`config.mk`:
```
export PLATFORM = sky130hd
export DESIGN_NAME = seq_detect_param
export DESIGN_NICKNAME = d
export VERILOG_FILES = /design/src/rtl/seq_detect_param.sv
export SDC_FILE = /design/constraint.sdc
export NUM_CORES = 1
export LEC_CHECK = 0
export BUFFER_PORTS_ARGS = -buffer_cell sky130_fd_sc_hd__buf_4
export CAP_MARGIN = 0
export CORE_MARGIN = 3
export CORE_UTILIZATION = 25
export DETAILED_ROUTE_END_ITERATION = 6
export GPL_ROUTABILITY_DRIVEN = 0
export PLACE_DENSITY = 0.43
export SKIP_CTS_REPAIR_TIMING = 1
export SLEW_MARGIN = 20
export SYNTH_ARGS = -nofsm -noshare
export SYNTH_HDL_FRONTEND = slang
export SYNTH_SLANG_ARGS = --single-unit
```
`constraint.sdc`:
```
create_clock -name clk -period 2.2 [get_ports clk]
set_input_delay 0.44 -clock clk [delete_from_list [all_inputs] [get_ports clk]]
set_output_delay 0.44 -clock clk [all_outputs]
set_load 0.03 [all_outputs]
```
`src/rtl/seq_detect_param.sv`:
```
// Serial bit-pattern detector: runtime-loadable pattern, overlap/non-overlap mode,
// registered one-cycle match pulse and saturating match counter.
module seq_detect_param #(
   parameter int                 PAT_W   = 4,
   parameter logic [PAT_W-1:0]   PAT_RST = PAT_W'(4'b1010),
   parameter int                 CNT_W   = 8
) (
   input  logic             clk,
   input  logic             rst,
   input  logic             en,
   input  logic             din,
   input  logic             cfg_load,
   input  logic [PAT_W-1:0] cfg_pattern,
   input  logic             cfg_overlap,
   input  logic             clr_cnt,
   output logic             match,
   output logic [CNT_W-1:0] match_cnt,
   output logic             cnt_sat
);

   localparam int FILL_W = $clog2(PAT_W + 1);
   localparam logic [FILL_W-1:0] FILL_FULL = FILL_W'(PAT_W);

   logic [PAT_W-1:0]  pat_q;
   logic              ovl_q;
   logic [PAT_W-1:0]  win_q;
   logic [FILL_W-1:0] fill_q;
   logic              match_q;
   logic [CNT_W-1:0]  cnt_q;
   logic              sat_q;

   logic [PAT_W-1:0]  win_d;
   logic [FILL_W-1:0] fill_d;
   logic [CNT_W-1:0]  cnt_inc;
   logic              hit;

   always_comb begin
      win_d   = {win_q[PAT_W-2:0], din};
      fill_d  = (fill_q == FILL_FULL) ? fill_q : fill_q + FILL_W'(1);
      cnt_inc = cnt_q + CNT_W'(1);
      // a bit arriving together with cfg_load is discarded, so it can never hit
      hit     = en && !cfg_load && (fill_d == FILL_FULL) && (win_d == pat_q);
   end

   always_ff @(posedge clk or posedge rst) begin
      if (rst) begin
         pat_q   <= PAT_RST;
         ovl_q   <= 1'b0;
         win_q   <= '0;
         fill_q  <= '0;
         match_q <= 1'b0;
         cnt_q   <= '0;
         sat_q   <= 1'b0;
      end else begin
         match_q <= hit;
         if (cfg_load) begin
            pat_q  <= cfg_pattern;
            ovl_q  <= cfg_overlap;
            win_q  <= '0;
            fill_q <= '0;
         end else if (en) begin
            win_q  <= win_d;
            // non-overlapping mode demands PAT_W fresh bits after every match
            fill_q <= (hit && !ovl_q) ? '0 : fill_d;
         end
         if (clr_cnt) begin
            cnt_q <= '0;
            sat_q <= 1'b0;
         end else if (hit && (cnt_q != '1)) begin
            cnt_q <= cnt_inc;
            if (cnt_inc == '1) sat_q <= 1'b1;
         end
      end
   end

   assign match     = match_q;
   assign match_cnt = cnt_q;
   assign cnt_sat   = sat_q;

endmodule

```
==> run_results.csv, run 1 <==
group,metric,value,unit
routing,drcViolationCount,0,
synth,synth_area_per_cell,10.5,um^2
floorplanning,io_pins,21,
routing,num_vias,897,
timing,clock.fmax,0.482,GHz
synth,synth_cells,113,
setup_path,cp.required,2.39,ns
synth,synth_nets,128,
setup_path,crit_type,"reg2reg",
cells_and_area,final_cells,191,
cells_and_area,final_common_cell,"buf_4",
place,place_ws,0.0955,ns
place,port_buffers,20,
setup_path,path_cells,"buf_4 -> ha_1 -> nand3b_1 -> o2111ai_2 -> or3_4 -> or4_1 -> o21ai_1",
synth,async_flop_share,1.00,
clocking,cts_tree,"built",
cells_and_area,nNetsFinal,155,
global_route,grt_max_degree,22,
power,p_leak,0.642,nW
timing,holdWs,0.209,ns
floorplanning,rows,24,
timing,slew_viol_final,0,
cells_and_area,diodes,0,
global_route,grt_usage,0.0989,
cells_and_area,area_growth,22.9,%
clocking,cts_buffers,3,
cells_and_area,drive_above_1_share,0.317,
run,maxCapViolCount,0,
timing,final.setup.tns,0,ns
setup_path,critPathMaxStageDelay,0.51,ns
power,vdd.ir_drop.worst,225,uV
routing,final_antenna_net_count,0,
floorplanning,start_util,0.265,
synth,yosys_warnings,0,
status,outcome,"finished, final reports clean",
synth,yosysSeqAreaShare,0.445,
timing,min_period,2.07,ns
routing,drtIter0Drc,33,
timing,fin_ws,0.125,ns
global_route,grt_pass1_wl,4350,um
setup_path,crit_slowest_cell,"or4_1",
hold_path,hold_path.class,"in2async",
synth,synth_seq_cells,21,
clocking,cts.sinks,21,
synth,syn_area,0.00119,mm^2
timing,fin_skew,0.00308,ns
global_route,overflow,0,
setup_path,reg2reg_depth,7,
setup_path,cp_max_fo,6,
clocking,clock_latency,0.26,ns
setup_path,r2r_start,"fill_q[0]",
routing,firstDrtPassIters,3,
cells_and_area,layout_common_cells,"buf_4, dfrtp_1, nor2_1",
timing,layout_worst_path_cycle_share,0.943,
floorplanning,die_h,74.9,um
power,p_per_area,528,mW/mm^2
clocking,clk_pin_slew,0.08,ns
clocking,root_buffer,"clkbuf_8",
synth,synth_top_cell_area_share,0.401,
setup_path,cp-end-kind,"flop",
setup_path,start_kind,"flop",
setup_path,regToRegEndpoint,"cnt_sat",
timing,tightest_slew,0.426,ns
place,placedCellCount,186,
global_route,grt_pass1_vias,960,
setup_path,rrSetupSlack,0.13,ns
routing,routedWlPerCell,12.5,um
routing,wl,2400,um
cells_and_area,fillers,449,
synth,netlist_top_cells_area,"dfrtp_1, xnor2_2, mux2_2",
global_route,antenna_found_initial,0,
floorplanning,die_area,0.00561,mm^2
timing,max-slew-margin-rel,0.714,
clocking,htreeDepth,1,
synth,synth_area_leader_cell,"dfrtp_1",
routing,via_per_inst,4.70,
floorplanning,fp.coreArea,0.00447,mm^2
timing,hold_viol,0,
synth,synth-main-ff-cell,"dfrtp_1",
floorplanning,fp.dieW,74.9,um
synth,synthDistinctLibCells,36,
timing,rsz0062_at_grt,"no",
place,hpwlAfterDp,1840,um
clocking,cts_buffer_depth,2,
synth,synth_edf_count,0,
setup_path,cp.arrival,2.26,ns
timing,finalSetupViolCount,0,
## flip-flops by register name, indices dropped and copies added (netlist names)
register,count
pat_q,4
match_cnt,8
cnt_sat,1
ovl_q,1
match,1
fill_q,3
win_q,3
## critical path, delay by kind of cell, from the launching register on
family	cells	cell delay, ns
adder cells (fa/ha/maj)	1	0.21
AO/OA/AOI/OAI	2	0.23
flip-flops	1	0.39
AND/OR/NAND/NOR	3	1.03
buffers and inverters	1	0.14
## per-stage QoR
| step | power (mW) | util | area, um^2 |
|---|---|---|---|
| after CTS | 0.782 | 0.324 | 1450 |
| after floorplan | 0.494 | - | 1190 |
| final | 0.770 | 0.326 | 1460 |
| after detailed placement | 0.522 | 0.314 | 1410 |
| after global routing | 0.812 | 0.326 | 1460 |
| after global placement | 0.520 | 0.314 | 1410 |
## report_power, final
part | leakage [nW] | switching [mW] | internal [mW]
sequential | 0.277 | 0.0143 | 0.404
clock | 0.0228 | 0.127 | 0.129
combinational | 0.342 | 0.0441 | 0.0520
## layer usage
layer	up-vias	GRT usage	wire (um)
met3	2	0.0214	61
met2	8	0.163	1190
li1	451	-	-
met5	-	0	0
met1	436	0.127	1130
met4	0	0.0356	14
## cell families after synthesis
logic type      share of synthesized area
compound gates                     0.0981
xor+xnor                           0.0770
fa+ha+maj                          0.0422
buf+inv                            0.0538
flops                               0.445
mux                                0.0928
simple gates                        0.191
## area by class of cell
type                       count  area, um^2  area share
sequential                    21         528       0.362
inverter                      10        37.5      0.0258
timing repair buffer          25         188       0.129
tap                           52        65.1      0.0446
clock buffer                   4        45.0      0.0309
multi-input combinational     79         594       0.408
## worst max-delay path by stage
stage,depth (start not counted),endpoint,start
3_5_place_dp,7,cnt_sat,fill_q[0]
4_1_cts,7,cnt_sat,fill_q[0]
2_1_floorplan,7,cnt_sat,fill_q[0]
5_1_grt,7,cnt_sat,fill_q[1]
3_3_place_gp,7,cnt_sat,fill_q[0]
6_report,7,cnt_sat,fill_q[0]
## cells in the mapped netlist, types with 2 or more instances
cell type / count
ha_1: 4
dfrtp_1: 19
inv_1: 10
nand3_1: 6
nor2_1: 12
buf_6: 2
a21oi_1: 5
xnor2_2: 4
mux2_2: 5
a211oi_1: 2
nand2_1: 8
o21ai_0: 2
xnor2_1: 3
a21o_1: 2
nand4_1: 2
and3_1: 2
nor3_1: 2
dfstp_2: 2
mux2i_1: 4
No activity file was read; power rests on OpenSTA's default activity.
==> inputs of run 2 (changes only) <==
--- a/config.mk
+++ b/config.mk
@@ -5,13 +5,13 @@
 export SDC_FILE = /design/constraint.sdc
 export NUM_CORES = 1
 export LEC_CHECK = 0
-export BUFFER_PORTS_ARGS = -buffer_cell sky130_fd_sc_hd__buf_4
+export BUFFER_PORTS_ARGS = -buffer_cell sky130_fd_sc_hd__clkbuf_2
 export CAP_MARGIN = 0
 export CORE_MARGIN = 3
 export CORE_UTILIZATION = 25
 export DETAILED_ROUTE_END_ITERATION = 6
-export GPL_ROUTABILITY_DRIVEN = 0
 export PLACE_DENSITY = 0.43
+export RECOVER_POWER = 50
 export SKIP_CTS_REPAIR_TIMING = 1
 export SLEW_MARGIN = 20
 export SYNTH_ARGS = -nofsm -noshare
==> run 2 against run 1 <==
Critical path depth unchanged. Register-to-register slack about the same. Non-clock buffer count increased by 3. First-iteration DRC count increased by 12%. Flip-flop and latch count unchanged. Setup slack improved by 0.0024 ns. Via count increased by 1.1%. Maximum frequency increased by 0.11%. Critical path type unchanged.
==> run_results.csv, run 2 (synthesized netlist as in run 1, its figures left out) <==
group,metric,value,unit
global_route,grt_max_degree,22,
cells_and_area,final_common_cell,"dfrtp_1",
global_route,overflow,0,
power,p_per_area,537,mW/mm^2
timing,clock.fmax,0.482,GHz
floorplanning,rows,24,
power,vdd.ir_drop.worst,261,uV
routing,drtIter0Drc,37,
cells_and_area,finalInstanceArea,0.00143,mm^2
setup_path,start_kind,"flop",
timing,min_period,2.07,ns
cells_and_area,nNetsFinal,158,
timing,hold_viol,0,
power,total_power,0.767,mW
timing,rsz0062_at_grt,"no",
clocking,htreeDepth,1,
cells_and_area,largest_reg_flops,8,
place,place_area,0.00137,mm^2
timing,max-slew-margin-rel,0.219,
routing,firstDrtPassIters,4,
clocking,clk_pin_slew,0.08,ns
timing,layout_worst_path_cycle_share,0.942,
floorplanning,fp.coreArea,0.00447,mm^2
routing,wl,2390,um
floorplanning,die_h,74.9,um
clocking,cts_buffer_depth,2,
setup_path,r2r_start,"fill_q[0]",
cells_and_area,fillers,471,
run,maxCapViolCount,0,
setup_path,crit_type,"reg2reg",
clocking,clock_latency,0.26,ns
setup_path,cp_max_fo,4,
hold_path,hold_path.class,"in2reg",
place,gp_congestion,0.777,
routing,final_antenna_net_count,0,
setup_path,path_cells,"inv_2 -> ha_4 -> and2b_1 -> mux2i_2 -> or3_4 -> or4_1 -> o21ai_1",
timing,fin_skew,0.00305,ns
setup_path,cp.arrival,2.26,ns
global_route,grt_usage,0.0975,
timing,finalSetupViolCount,0,
cells_and_area,layout_common_cells,"dfrtp_1, clkbuf_2, nor2_1",
global_route,antenna_found_initial,0,
global_route,grt_pass1_wl,4170,um
clocking,cts.sinks,21,
setup_path,crit_slowest_cell,"or4_1",
floorplanning,die_area,0.00561,mm^2
timing,fin_ws,0.127,ns
power,p_leak,0.625,nW
setup_path,critPathMaxStageDelay,0.51,ns
setup_path,startpoint,"fill_q[0]",
routing,via_per_inst,4.68,
clocking,cts_tree,"built",
place,hpwlAfterDp,1850,um
timing,tightest_slew,1.17,ns
setup_path,reg2reg_depth,7,
timing,slew_viol_final,0,
place,place_ws,0.116,ns
setup_path,regToRegEndpoint,"cnt_sat",
setup_path,rrSetupSlack,0.13,ns
floorplanning,fp.dieW,74.9,um
cells_and_area,multi_input_area,607,um^2
clocking,cts_buffers,3,
setup_path,crit_end,"cnt_sat",
status,outcome,"finished, final reports clean",
routing,num_vias,907,
floorplanning,start_util,0.265,
setup_path,cp.required,2.39,ns
cells_and_area,diodes,0,
cells_and_area,drive_above_1_share,0.310,
place,port_buffers,20,
floorplanning,io_pins,21,
clocking,root_buffer,"clkbuf_8",
timing,final.setup.tns,0,ns
global_route,grt_pass1_vias,876,
cells_and_area,seq_area,528,um^2
cells_and_area,area_growth,20.5,%
routing,drcViolationCount,0,
setup_path,cp-end-kind,"flop",
routing,routedWlPerCell,12.3,um
[run 2: changes by cell type in the layout (fill, tap and decap cells not counted), sizes merged]
cell | previous run | this run
clkbuf | 4 | 27
buf | 25 | 5
[run 2: worst max-delay path: cells and delay by family (launching register included)]
family | cells | cell delay, ns
AND/OR/NAND/NOR | 3 | 1.10
flip-flops | 1 | 0.41
adder cells (fa/ha/maj) | 1 | 0.21
buffers and inverters | 1 | 0.10
multiplexers | 1 | 0.09
AO/OA/AOI/OAI | 1 | 0.08
[run 2: through the flow]
stage	hold slack [ns]	utilization	instances
detailed placement	0.470	0.306	188
global placement	0.472	0.306	188
CTS	0.184	0.316	192
global route	0.399	0.319	194
floorplan	0.415	-	113
finish	0.406	0.319	194
[run 2: how the worst min path moves through the flow]
stage | from | end | slack [ns] | depth (start not counted)
detailed placement | rst | match_cnt[3] | 0.47 | 3
CTS | rst | win_q[0] | 0.18 | 3
floorplan | rst | cnt_sat | 0.42 | 1
finish | cfg_overlap | ovl_q | 0.41 | 2
global placement | rst | match_cnt[3] | 0.47 | 3
global route | cfg_pattern[2] | pat_q[2] | 0.40 | 2
[run 2: power breakdown]
group	switching [mW]	leakage [nW]	internal [mW]
combinational	0.0454	0.325	0.0493
clock	0.124	0.0228	0.129
sequential	0.0154	0.277	0.404
total	0.185	0.625	0.582
[run 2: area by class of cell]
type,instances,share of cell area
Clock buffer,4,0.0315
Inverter,10,0.0263
Multi-Input combinational cell,79,0.425
Sequential cell,21,0.370
Tap cell,52,0.0455
Timing Repair Buffer,28,0.102
[run 2: per-layer routing]
layer	up-vias	global-route usage	routed length, um
met4	0	0.0474	44
li1	456	-	-
met1	435	0.127	1070
met3	5	0.0240	67
met2	11	0.151	1210
met5	-	0	0
